File: src/rtl/mycpu_pkg.sv
// Shared constants for the execute stage: bus widths, stage 2->3 field offsets,
// ALU op bit positions, divider state encoding and a magnitude helper.
package mycpu_pkg;

    localparam int unsigned S2TO3_W = 151;
    localparam int unsigned S3TO4_W = 39;

    // Field LSB offsets in stage_2_to_3, MSB-first order
    localparam int unsigned OFF_ALU_OP       = 139;
    localparam int unsigned OFF_DIV_EN       = 138;
    localparam int unsigned OFF_DIV_SIGNED   = 137;
    localparam int unsigned OFF_DIV_REM      = 136;
    localparam int unsigned OFF_SRC1         = 104;
    localparam int unsigned OFF_SRC2         = 72;
    localparam int unsigned OFF_RKD          = 40;
    localparam int unsigned OFF_MEM_WE       = 39;
    localparam int unsigned OFF_RES_FROM_MEM = 38;
    localparam int unsigned OFF_RF_WE        = 37;
    localparam int unsigned OFF_DEST         = 32;
    localparam int unsigned OFF_PC           = 0;

    localparam int unsigned ALU_ADD  = 0;
    localparam int unsigned ALU_SUB  = 1;
    localparam int unsigned ALU_SLT  = 2;
    localparam int unsigned ALU_SLTU = 3;
    localparam int unsigned ALU_AND  = 4;
    localparam int unsigned ALU_NOR  = 5;
    localparam int unsigned ALU_OR   = 6;
    localparam int unsigned ALU_XOR  = 7;
    localparam int unsigned ALU_SLL  = 8;
    localparam int unsigned ALU_SRL  = 9;
    localparam int unsigned ALU_SRA  = 10;
    localparam int unsigned ALU_LUI  = 11;

    typedef enum logic [1:0] {
        DIV_IDLE = 2'd0,
        DIV_BUSY = 2'd1,
        DIV_DONE = 2'd2
    } div_state_t;

    function automatic logic [31:0] mag32(input logic [31:0] v, input logic is_signed);
        return (is_signed && v[31]) ? (32'd0 - v) : v;
    endfunction

endpackage

File: src/rtl/stage_3_ex_if.sv
// Stage 2/3/4 handshake, payload buses and data-SRAM request of the execute stage.
interface stage_3_ex_if;
    import mycpu_pkg::*;

    logic               valid_2;
    logic               allow_3;
    logic [S2TO3_W-1:0] stage_2_to_3;
    logic               valid_3;
    logic               allow_4;
    logic [S3TO4_W-1:0] stage_3_to_4;
    logic [31:0]        alu_result;
    logic [4:0]         rf_waddr_3_fwd;
    logic               load_3_fwd;
    logic               data_sram_en;
    logic [3:0]         data_sram_we;
    logic [31:0]        data_sram_addr;
    logic [31:0]        data_sram_wdata;

    modport slave (
        input  valid_2, stage_2_to_3, allow_4,
        output allow_3, valid_3, stage_3_to_4, alu_result, rf_waddr_3_fwd, load_3_fwd,
               data_sram_en, data_sram_we, data_sram_addr, data_sram_wdata
    );

    modport master (
        output valid_2, stage_2_to_3, allow_4,
        input  allow_3, valid_3, stage_3_to_4, alu_result, rf_waddr_3_fwd, load_3_fwd,
               data_sram_en, data_sram_we, data_sram_addr, data_sram_wdata
    );

endinterface

File: src/rtl/alu.sv
// Combinational ALU with one-hot operation select.
import mycpu_pkg::*;

module alu (
    input  logic [11:0] alu_op,
    input  logic [31:0] alu_src1,
    input  logic [31:0] alu_src2,
    output logic [31:0] alu_result
);

    logic        use_sub;
    logic [31:0] adder_b;
    logic [31:0] sum;
    logic        cout;
    logic        slt;
    logic        sltu;
    logic [31:0] sra_res;

    // add/sub/slt/sltu share one adder computing src1 + ~src2 + 1 for compares
    assign use_sub       = alu_op[ALU_SUB] | alu_op[ALU_SLT] | alu_op[ALU_SLTU];
    assign adder_b       = use_sub ? ~alu_src2 : alu_src2;
    assign {cout, sum}   = {1'b0, alu_src1} + {1'b0, adder_b} + {32'd0, use_sub};
    assign slt           = (alu_src1[31] & ~alu_src2[31]) |
                           (~(alu_src1[31] ^ alu_src2[31]) & sum[31]);
    assign sltu          = ~cout;
    assign sra_res       = $signed(alu_src1) >>> alu_src2[4:0];

    assign alu_result =
          ({32{alu_op[ALU_ADD] | alu_op[ALU_SUB]}} & sum)
        | ({32{alu_op[ALU_SLT]}}  & {31'd0, slt})
        | ({32{alu_op[ALU_SLTU]}} & {31'd0, sltu})
        | ({32{alu_op[ALU_AND]}}  & (alu_src1 & alu_src2))
        | ({32{alu_op[ALU_NOR]}}  & ~(alu_src1 | alu_src2))
        | ({32{alu_op[ALU_OR]}}   & (alu_src1 | alu_src2))
        | ({32{alu_op[ALU_XOR]}}  & (alu_src1 ^ alu_src2))
        | ({32{alu_op[ALU_SLL]}}  & (alu_src1 << alu_src2[4:0]))
        | ({32{alu_op[ALU_SRL]}}  & (alu_src1 >> alu_src2[4:0]))
        | ({32{alu_op[ALU_SRA]}}  & sra_res)
        | ({32{alu_op[ALU_LUI]}}  & alu_src2);

endmodule

File: src/rtl/div_iter.sv
// 32-step restoring divider on operand magnitudes, sign fix applied on the way out.
import mycpu_pkg::*;

module div_iter (
    input  logic        clk,
    input  logic        resetn,
    input  logic        start,
    input  logic        is_signed,
    input  logic        rem,
    input  logic [31:0] dividend,
    input  logic [31:0] divisor,
    input  logic        ack,
    output logic        done,
    output logic [31:0] result
);

    div_state_t  state;
    logic [5:0]  cnt;
    logic [31:0] part_rem;
    logic [31:0] quot;
    logic [31:0] dvs;
    logic        q_neg;
    logic        r_neg;
    logic [32:0] trial;
    logic [32:0] diff;
    logic        take;

    // Partial remainder stays below the divisor, so diff[32] is a clean borrow flag
    assign trial = {part_rem, quot[31]};
    assign diff  = trial - {1'b0, dvs};
    assign take  = ~diff[32];

    always_ff @(posedge clk or negedge resetn) begin
        if (!resetn) begin
            state    <= DIV_IDLE;
            cnt      <= '0;
            part_rem <= '0;
            quot     <= '0;
            dvs      <= '0;
            q_neg    <= 1'b0;
            r_neg    <= 1'b0;
        end else begin
            case (state)
                DIV_IDLE: begin
                    if (start) begin
                        state    <= DIV_BUSY;
                        cnt      <= '0;
                        part_rem <= '0;
                        quot     <= mag32(dividend, is_signed);
                        dvs      <= mag32(divisor, is_signed);
                        // divide-by-zero keeps the all-ones quotient unsigned
                        q_neg    <= is_signed & (dividend[31] ^ divisor[31]) & (|divisor);
                        r_neg    <= is_signed & dividend[31];
                    end
                end
                DIV_BUSY: begin
                    part_rem <= take ? diff[31:0] : trial[31:0];
                    quot     <= {quot[30:0], take};
                    cnt      <= cnt + 6'd1;
                    if (cnt == 6'd31) begin
                        state <= DIV_DONE;
                    end
                end
                DIV_DONE: begin
                    if (ack) begin
                        state <= DIV_IDLE;
                    end
                end
                default: state <= DIV_IDLE;
            endcase
        end
    end

    assign done   = (state == DIV_DONE);
    assign result = rem ? (r_neg ? (32'd0 - part_rem) : part_rem)
                        : (q_neg ? (32'd0 - quot) : quot);

endmodule

File: src/rtl/stage_3_ex.sv
// Execute stage: payload register, ALU / divider result mux and data-SRAM request.
// Define MYCPU_DIV_EN to build in the iterative divider.
import mycpu_pkg::*;

module stage_3_ex (
    input  logic         clk,
    input  logic         resetn,
    stage_3_ex_if.slave  bus
);

    logic [S2TO3_W-1:0] in_reg;
    logic               valid_reg;
    logic               readygo_3;
    logic [31:0]        alu_out;
    logic [31:0]        exe_result;

    logic [11:0] alu_op;
    logic        div_en;
    logic        div_signed;
    logic        div_rem;
    logic [31:0] src1;
    logic [31:0] src2;
    logic [31:0] rkd_value;
    logic        mem_we;
    logic        res_from_mem;
    logic        rf_we;
    logic [4:0]  dest;
    logic [31:0] pc;

    assign alu_op       = in_reg[OFF_ALU_OP +: 12];
    assign div_en       = in_reg[OFF_DIV_EN];
    assign div_signed   = in_reg[OFF_DIV_SIGNED];
    assign div_rem      = in_reg[OFF_DIV_REM];
    assign src1         = in_reg[OFF_SRC1 +: 32];
    assign src2         = in_reg[OFF_SRC2 +: 32];
    assign rkd_value    = in_reg[OFF_RKD +: 32];
    assign mem_we       = in_reg[OFF_MEM_WE];
    assign res_from_mem = in_reg[OFF_RES_FROM_MEM];
    assign rf_we        = in_reg[OFF_RF_WE];
    assign dest         = in_reg[OFF_DEST +: 5];
    assign pc           = in_reg[OFF_PC +: 32];

    always_ff @(posedge clk or negedge resetn) begin
        if (!resetn) begin
            valid_reg <= 1'b0;
            in_reg    <= '0;
        end else if (bus.allow_3) begin
            valid_reg <= bus.valid_2;
            if (bus.valid_2) begin
                in_reg <= bus.stage_2_to_3;
            end
        end
    end

    alu u_alu (
        .alu_op     (alu_op),
        .alu_src1   (src1),
        .alu_src2   (src2),
        .alu_result (alu_out)
    );

`ifdef MYCPU_DIV_EN
    logic        div_done;
    logic [31:0] div_result;

    div_iter u_div (
        .clk       (clk),
        .resetn    (resetn),
        .start     (valid_reg & div_en),
        .is_signed (div_signed),
        .rem       (div_rem),
        .dividend  (src1),
        .divisor   (src2),
        .ack       (bus.allow_4),
        .done      (div_done),
        .result    (div_result)
    );

    assign readygo_3  = ~div_en | div_done;
    assign exe_result = div_en ? div_result : alu_out;
`else
    logic unused_div_fields;

    assign unused_div_fields = ^{div_en, div_signed, div_rem};
    assign readygo_3         = 1'b1;
    assign exe_result        = alu_out;
`endif

    assign bus.allow_3        = ~valid_reg | (readygo_3 & bus.allow_4);
    assign bus.valid_3        = valid_reg & readygo_3;
    assign bus.stage_3_to_4   = {rf_we, dest, res_from_mem, pc};
    assign bus.alu_result     = exe_result;
    assign bus.rf_waddr_3_fwd = (valid_reg & rf_we) ? dest : 5'd0;
    assign bus.load_3_fwd     = valid_reg & res_from_mem;

    // Request only in the advancing cycle so a stalled access is never repeated
    assign bus.data_sram_en    = bus.valid_3 & bus.allow_4 & (mem_we | res_from_mem);
    assign bus.data_sram_we    = {4{mem_we & bus.data_sram_en}};
    assign bus.data_sram_addr  = exe_result;
    assign bus.data_sram_wdata = rkd_value;

endmodule

File: src/flat_wrapper.sv
// flat-port wrapper written by rule: the top's interface ports become plain ports
module stage_3_ex_flat 
  (clk, resetn, bus_valid_2, bus_stage_2_to_3, bus_allow_4, bus_allow_3, bus_valid_3, bus_stage_3_to_4, bus_alu_result, bus_rf_waddr_3_fwd, bus_load_3_fwd, bus_data_sram_en, bus_data_sram_we, bus_data_sram_addr, bus_data_sram_wdata);
  stage_3_ex_if bus_i ();
  input  logic clk;
  input  logic resetn;
  input wire logic [$bits(bus_i.valid_2)-1:0] bus_valid_2;
  input wire logic [$bits(bus_i.stage_2_to_3)-1:0] bus_stage_2_to_3;
  input wire logic [$bits(bus_i.allow_4)-1:0] bus_allow_4;
  output wire logic [$bits(bus_i.allow_3)-1:0] bus_allow_3;
  output wire logic [$bits(bus_i.valid_3)-1:0] bus_valid_3;
  output wire logic [$bits(bus_i.stage_3_to_4)-1:0] bus_stage_3_to_4;
  output wire logic [$bits(bus_i.alu_result)-1:0] bus_alu_result;
  output wire logic [$bits(bus_i.rf_waddr_3_fwd)-1:0] bus_rf_waddr_3_fwd;
  output wire logic [$bits(bus_i.load_3_fwd)-1:0] bus_load_3_fwd;
  output wire logic [$bits(bus_i.data_sram_en)-1:0] bus_data_sram_en;
  output wire logic [$bits(bus_i.data_sram_we)-1:0] bus_data_sram_we;
  output wire logic [$bits(bus_i.data_sram_addr)-1:0] bus_data_sram_addr;
  output wire logic [$bits(bus_i.data_sram_wdata)-1:0] bus_data_sram_wdata;
  assign bus_i.valid_2 = bus_valid_2;
  assign bus_i.stage_2_to_3 = bus_stage_2_to_3;
  assign bus_i.allow_4 = bus_allow_4;
  assign bus_allow_3 = bus_i.allow_3;
  assign bus_valid_3 = bus_i.valid_3;
  assign bus_stage_3_to_4 = bus_i.stage_3_to_4;
  assign bus_alu_result = bus_i.alu_result;
  assign bus_rf_waddr_3_fwd = bus_i.rf_waddr_3_fwd;
  assign bus_load_3_fwd = bus_i.load_3_fwd;
  assign bus_data_sram_en = bus_i.data_sram_en;
  assign bus_data_sram_we = bus_i.data_sram_we;
  assign bus_data_sram_addr = bus_i.data_sram_addr;
  assign bus_data_sram_wdata = bus_i.data_sram_wdata;
  stage_3_ex u_core (.clk(clk), .resetn(resetn), .bus(bus_i));
endmodule
File: config.mk
export PLATFORM = sky130hd
export DESIGN_NAME = stage_3_ex_flat
export DESIGN_NICKNAME = d
export VERILOG_FILES = /design/src/rtl/mycpu_pkg.sv /design/src/rtl/stage_3_ex_if.sv /design/src/rtl/alu.sv /design/src/rtl/div_iter.sv /design/src/rtl/stage_3_ex.sv /design/src/flat_wrapper.sv
export SDC_FILE = /design/constraint.sdc
export NUM_CORES = 1
export LEC_CHECK = 0
export BUFFER_PORTS_ARGS = -buffer_cell sky130_fd_sc_hd__buf_2
export CAP_MARGIN = 20
export CORE_MARGIN = 3
export CORE_UTILIZATION = 51
export CTS_CLUSTER_DIAMETER = 50
export CTS_CLUSTER_SIZE = 40
export DETAILED_ROUTE_END_ITERATION = 10
export PLACE_DENSITY = 0.8
export SLEW_MARGIN = 20
export SYNTH_ARGS = -nofsm -noshare
export SYNTH_HDL_FRONTEND = slang
export SYNTH_SLANG_ARGS = --single-unit
File: constraint.sdc
create_clock -name clk -period 4.3 [get_ports clk]
set_input_delay 0.86 -clock clk [delete_from_list [all_inputs] [get_ports clk]]
set_output_delay 0.86 -clock clk [all_outputs]
set_load 0.005 [all_outputs]
==> metrics, run 1 <==
largest net degree at the start of global routing 78; Rows 60; crit-path max FO 5; worst reg2reg endpoint u_core.in_reg[77]; failing checks negative setup slack; Post-Route WL 54.3 mm; Die Width 173 um; sequential-to-total area share from yosys stat 26.3%; Synth cell types 71; Final period util 110%; WL/cell 25.5 um; CP Buf/Inv Count 4; Crit path max-delay family simple AND/OR/NAND/NOR gates; achievable clock frequency 212 MHz; worst r2r path cells 4; DR vias/cell 6.37; drt first-iter violations 1,818; Syn Std Cell Area 14,200 um2; final hold violation count 0; Syn Area/Cell 9.49 um2; pre-CTS WS -0.0579 ns; Post-synth EDFFs 0; CP Data Arrival Time 3.86 ns; Worst R2R Setup Slack 2.01 ns; Worst-path clk slew 0.07 ns; core area 27,100 um2; crit path kind reg2out; Post-DP HPWL 38.7 mm; Final ANT Viol Nets 0; Worst setup EP type output port; Synth area leader dfrtp_1; Tot Pwr 8.80 mW; met2 WL 24.5 mm; initial core utilization 52.3%; initial antenna violation count 0; worst path required time 3.44 ns; Post-Syn Nets 1,747; Worst-Margin Slew 0.983 ns; Yosys Warn Count 0; Slowest-stage cell, CP or4_4; DR top layer met4; first-pass GRT wire length 81.8 mm; met1 wire length 21.0 mm; maximum clock path buffer count 2; nets 2,000; RSZ-0062 raised after global routing true; clock period minus worst slack 4.72 ns; drt pass-1 iters 9; max_cap viols 0; number of global-route vias before repair 13,800; H-tree Lvls 4; worst vdd ir 276 uV; outcome complete, but fails checks; PwrDens 500 nW/um2; min-delay worst type in2async; non-filler cells, final 2,131; Root Buffer clkbuf_16; GPL Wtd Cong 1.04; n_diodes 0; DRC Markers 0; gr usage total 35.3%; max FFs per register 148; share of cells above drive strength 1 44.9%; num ports 303; Die Ht 173 um; crit path cell chain nor3_4, buf_6, buf_12, xnor2_2, ha_1, a211o_1, buf_4, nand3_4, nor3b_4, a211oi_4, a21o_4, or4_4, o21ai_2, a221o_1, buf_2; Setup Skew 0.0135 ns; port bufs 299; top cell type's share of synthesized area 26.3%; CTS tree yes; Startpoint Class flop; clk sinks 149; Cells after Synth 1,494; r2r startpoint u_core.bus.valid_3; Seq cells post-synth 149; Worst-Skew Late Latency 0.44 ns; Setup WS post-layout -0.416 ns; Leakage 7.95 nW; synth top area cells dfrtp_1, mux2_2, ha_1; relative slew slack 34.5%; Final setup viols 50; met3 wire len 5.82 mm; Fillers 2,174; Slew Viols, Final 0; total CTS buffers 17; Min Hold Slack 0.452 ns; area delta synth->final 24.0%; max incr delay on CP 0.51 ns; Hold Buf Count CTS 0; routed vias 13,600; GRT overflow 0; area of the die 29,800 um2; Synth async-reset ratio 100%; ys flop type dfrtp_1; placed cell count 2,058
-- cells by family (layout without fill, tap and decap cells) --
kind of cell | count (synthesis) | after routing | synth area share (%)
buf+inv | 293 | 558 | 10.8
compound gates | 326 | 326 | 16.1
flops | 149 | 149 | 26.3
simple gates | 297 | 297 | 9.29
fa+ha+maj | 98 | 98 | 8.71
xor+xnor | 55 | 55 | 3.40
mux | 276 | 276 | 25.3
-- metal layers --
layer / global-route usage, % / up-vias
li1: - / 5896
met1: 45.5 / 6585
met2: 55.8 / 914
met3: 8.94 / 178
met4: 16.8 / 0
met5: 0 / -
-- how the worst max path moves through the flow --
stage / depth (start not counted) / startpoint / slack, ns / endpoint
6_report: 15 / u_core.in_reg[142] / -0.42 / bus_data_sram_addr[23]
5_1_grt: 15 / u_core.in_reg[142] / -0.52 / bus_data_sram_addr[23]
4_1_cts: 15 / u_core.in_reg[140] / -0.40 / bus_alu_result[0]
3_5_place_dp: 14 / u_core.in_reg[142] / -0.06 / bus_alu_result[0]
3_3_place_gp: 14 / u_core.in_reg[142] / 0.01 / bus_alu_result[18]
2_1_floorplan: 14 / u_core.in_reg[76] / -0.02 / bus_data_sram_addr[26]
-- power by group --
part,internal [mW],switching [mW],leakage [nW]
clock network,0.828,0.698,0.274
logic,2.42,2.90,5.93
registers,1.61,0.345,1.74
-- per-stage QoR --
step / TNS, ns / utilization, % / cell area [um2]
after floorplan: -0.0219 / - / 14200
after CTS: -11.26 / 63.4 / 17200
final: -12.97 / 64.9 / 17600
after global placement: 0 / 58.3 / 15800
after global routing: -17.79 / 64.9 / 17600
after detailed placement: -0.196 / 58.3 / 15800
-- cells in the final DEF (no fill, tap or decap), drive strengths merged, types with 12 or more instances in the layout --
master  count
buf       448
mux2      153
dfrtp     149
nor2      130
ha         97
inv        81
mux2i      72
a21oi      71
nand2      67
o21ai      55
mux4       51
xnor2      44
a222oi     31
nand3      28
a21o       21
nor3       21
o211ai     20
clkbuf     18
a31oi      15
o22ai      13
a221oi     13
a211o      12
a211oi     12
-- final cells by class --
cell class	count	area [um2]	area share, %
clock inverter	13	136	0.776
tap	372	465	2.65
timing repair buffer	450	2910	16.5
inverter	77	289	1.64
clock buffer	18	439	2.50
sequential	149	3730	21.2
multi-input combinational	1052	9610	54.6
-- cell usage after synthesis (all sizes together) (5+ instances only) --
library cell / count
nand3: 28
nand2b: 7
nor3: 21
a221o: 7
o311ai: 5
or2: 5
a22oi: 6
or3: 11
inv: 74
a211oi: 12
a21oi: 71
xnor2: 44
a222oi: 31
o211ai: 20
o22ai: 13
nand4: 10
xor2: 11
buf: 140
nor2: 130
a31oi: 15
o21ai: 55
and3: 7
a221oi: 13
dfrtp: 149
o221ai: 7
a21o: 21
o21a: 9
nand2: 67
o21bai: 6
mux4: 51
mux2: 153
ha: 97
a211o: 12
clkbuf: 76
mux2i: 72
-- timing repair --
item	in CTS	in global routing
endpoints found under the setup margin	44	58
gates cloned	4	0
gates resized for setup	100	57
pin swaps	68	65
buffers inserted	28	17
(Power assumes the default switching activity.)
==> inputs of run 2 (changes only) <==
CORE_ASPECT_RATIO = 0.5   (was not set)
==> metrics, run 2 (same netlist as run 1, synthesis figures left out) <==
relative slew slack 37.6% (was 34.5%); non-filler cells, final 2,091 (was 2,131); achievable clock frequency 209 MHz (was 212 MHz); maximum clock path buffer count 2 (unchanged); first-pass GRT wire length 75.9 mm (was 81.8 mm); Setup WS post-layout -0.490 ns (was -0.416 ns); CTS tree yes (unchanged); final hold violation count 0 (unchanged); crit-path max FO 10 (was 5); Final period util 111% (was 110%); GRT overflow 0 (unchanged); initial antenna violation count 3 (was 0); clock period minus worst slack 4.79 ns (was 4.72 ns); pre-CTS WS 0.00978 ns (was -0.0579 ns); number of global-route vias before repair 12,500 (was 13,800); worst path required time 3.44 ns (about the same); placed inst area 15,700 um2 (was 15,800 um2); largest net degree at the start of global routing 79 (was 78); drt first-iter violations 2,464 (was 1,818); total CTS buffers 17 (unchanged); PwrDens 505 nW/um2 (was 500 nW/um2); failing checks negative setup slack (unchanged); n_diodes 0 (unchanged); Post-DP HPWL 38.3 mm (was 38.7 mm); Die Ht 124 um (was 173 um); placed cell count 2,042 (was 2,058); clk sinks 149 (unchanged); Leakage 7.67 nW (was 7.95 nW); Fillers 2,243 (was 2,174); initial core utilization 52.7% (was 52.3%); Slew Viols, Final 0 (unchanged); Worst-Skew Late Latency 0.45 ns (was 0.44 ns); nets 1,958 (was 2,000); crit path kind reg2out (unchanged); routed vias 13,500 (was 13,600); GPL Wtd Cong 1.12 (was 1.04); Root Buffer clkbuf_16 (unchanged); gr usage total 33.6% (was 35.3%); share of cells above drive strength 1 42.4% (was 44.9%); Worst setup EP type output port (unchanged); DR vias/cell 6.44 (was 6.37); CP Data Arrival Time 3.93 ns (was 3.86 ns); DRC Markers 0 (unchanged); max FFs per register 148 (unchanged); Die Width 242 um (was 173 um); outcome complete, but fails checks (unchanged); most frequent cells in the layout buf_2, mux2_2, dfrtp_1 (unchanged); worst vdd ir 312 uV (was 276 uV); H-tree Lvls 4 (unchanged); min-delay worst type in2async (unchanged); Worst-Margin Slew 0.937 ns (was 0.983 ns); Final setup viols 44 (was 50); port bufs 299 (unchanged); final instance area 17,000 um2 (was 17,600 um2); area delta synth->final 19.9% (was 24.0%); RSZ-0062 raised after global routing true (unchanged); max_cap viols 0 (unchanged); num ports 303 (unchanged); drt pass-1 iters 7 (was 9); area of the die 29,900 um2 (was 29,800 um2); Startpoint Class flop (unchanged); most common cell after layout, fill and taps aside buf_2 (unchanged); Post-Route WL 52.0 mm (was 54.3 mm); core area 26,900 um2 (was 27,100 um2); Worst-path clk slew 0.07 ns (about the same); Final ANT Viol Nets 0 (unchanged); Rows 42 (was 60); Setup Skew 0.00892 ns (was 0.0135 ns); WL/cell 24.9 um (was 25.5 um)
[run 2: cell count changes in the layout (fill, tap and decap cells not counted), sizes merged]
cell      before  now
clkbuf        18   20
inv           81   80
clkinvlp       3    1
buf          448  406
bufinv         1    2
[run 2: what timing repair did]
| item | 4_1_cts | 5_1_grt |
|---|---|---|
| endpoints found under the setup margin | 52 | 54 |
| hold buffers | 0 | 0 |
| pin swaps | 21 | 14 |
| buffers inserted | 9 | 7 |
| hold endpoints to repair | 0 | 0 |
| gates cloned | 2 | 0 |
| gates resized for setup | 52 | 46 |
[run 2: worst paths after layout]
check | startpoint | endpoint | slack [ns] | cells after the start
setup / recovery | u_core.in_reg[142] | bus_alu_result[18] | -0.49 | 13
hold / removal | resetn | u_core.in_reg[95] | 0.42 | 1
setup reg to reg | u_core.bus.valid_3 | u_core.in_reg[89] | 2.10 | 4
hold reg to reg | u_core.in_reg[28] | u_core.in_reg[28] | 0.50 | 1
max in group asynchronous | resetn | u_core.in_reg[119] | 2.94 | 2
min in group clk | u_core.in_reg[28] | u_core.in_reg[28] | 0.50 | 1
[run 2: area by class of cell]
type / instances / area, um2 / area share, %
multi-input combinational: 1052 / 9410 / 55.3
sequential: 149 / 3740 / 22.0
timing repair buffer: 408 / 2500 / 14.7
tap: 374 / 468 / 2.75
clock buffer: 20 / 457 / 2.69
inverter: 77 / 289 / 1.70
clock inverter: 11 / 140 / 0.824
[run 2: power by group]
part / internal, mW / switching, mW / total (mW) / leakage [nW]
logic: 2.21 / 2.83 / 5.04 / 5.64
clock network: 0.897 / 0.681 / 1.58 / 0.290
registers: 1.61 / 0.355 / 1.96 / 1.74
total: 4.71 / 3.87 / 8.58 / 7.67
[run 2: critical path: stages, from the launching register on]
cell	delay (ns)
dfrtp_1	0.41
nor3_4	0.23
buf_12	0.18
xnor2_2	0.11
ha_1	0.25
a211o_1	0.32
a31o_1	0.25
a221oi_2	0.31
buf_4	0.20
o21ai_4	0.10
a221oi_2	0.28
xor2_1	0.34
o211ai_1	0.25
buf_2	0.22
[run 2: layer usage]
layer	wire length [um]	GRT usage, %
met5	87	1.47
met4	1370	8.96
met3	7480	12.5
met2	22400	50.3
met1	20700	45.8
[run 2: through the flow]
step	TNS (ns)	utilization [%]	hold slack [ns]	total power, mW
2_1_floorplan	-0.0219	-	0.481	4.83
3_3_place_gp	0	58.4	0.482	6.20
3_5_place_dp	0	58.4	0.488	6.29
4_1_cts	-7.48	62.0	0.473	8.13
5_1_grt	-16.64	63.2	0.478	8.94
6_report	-11.25	63.2	0.424	8.58
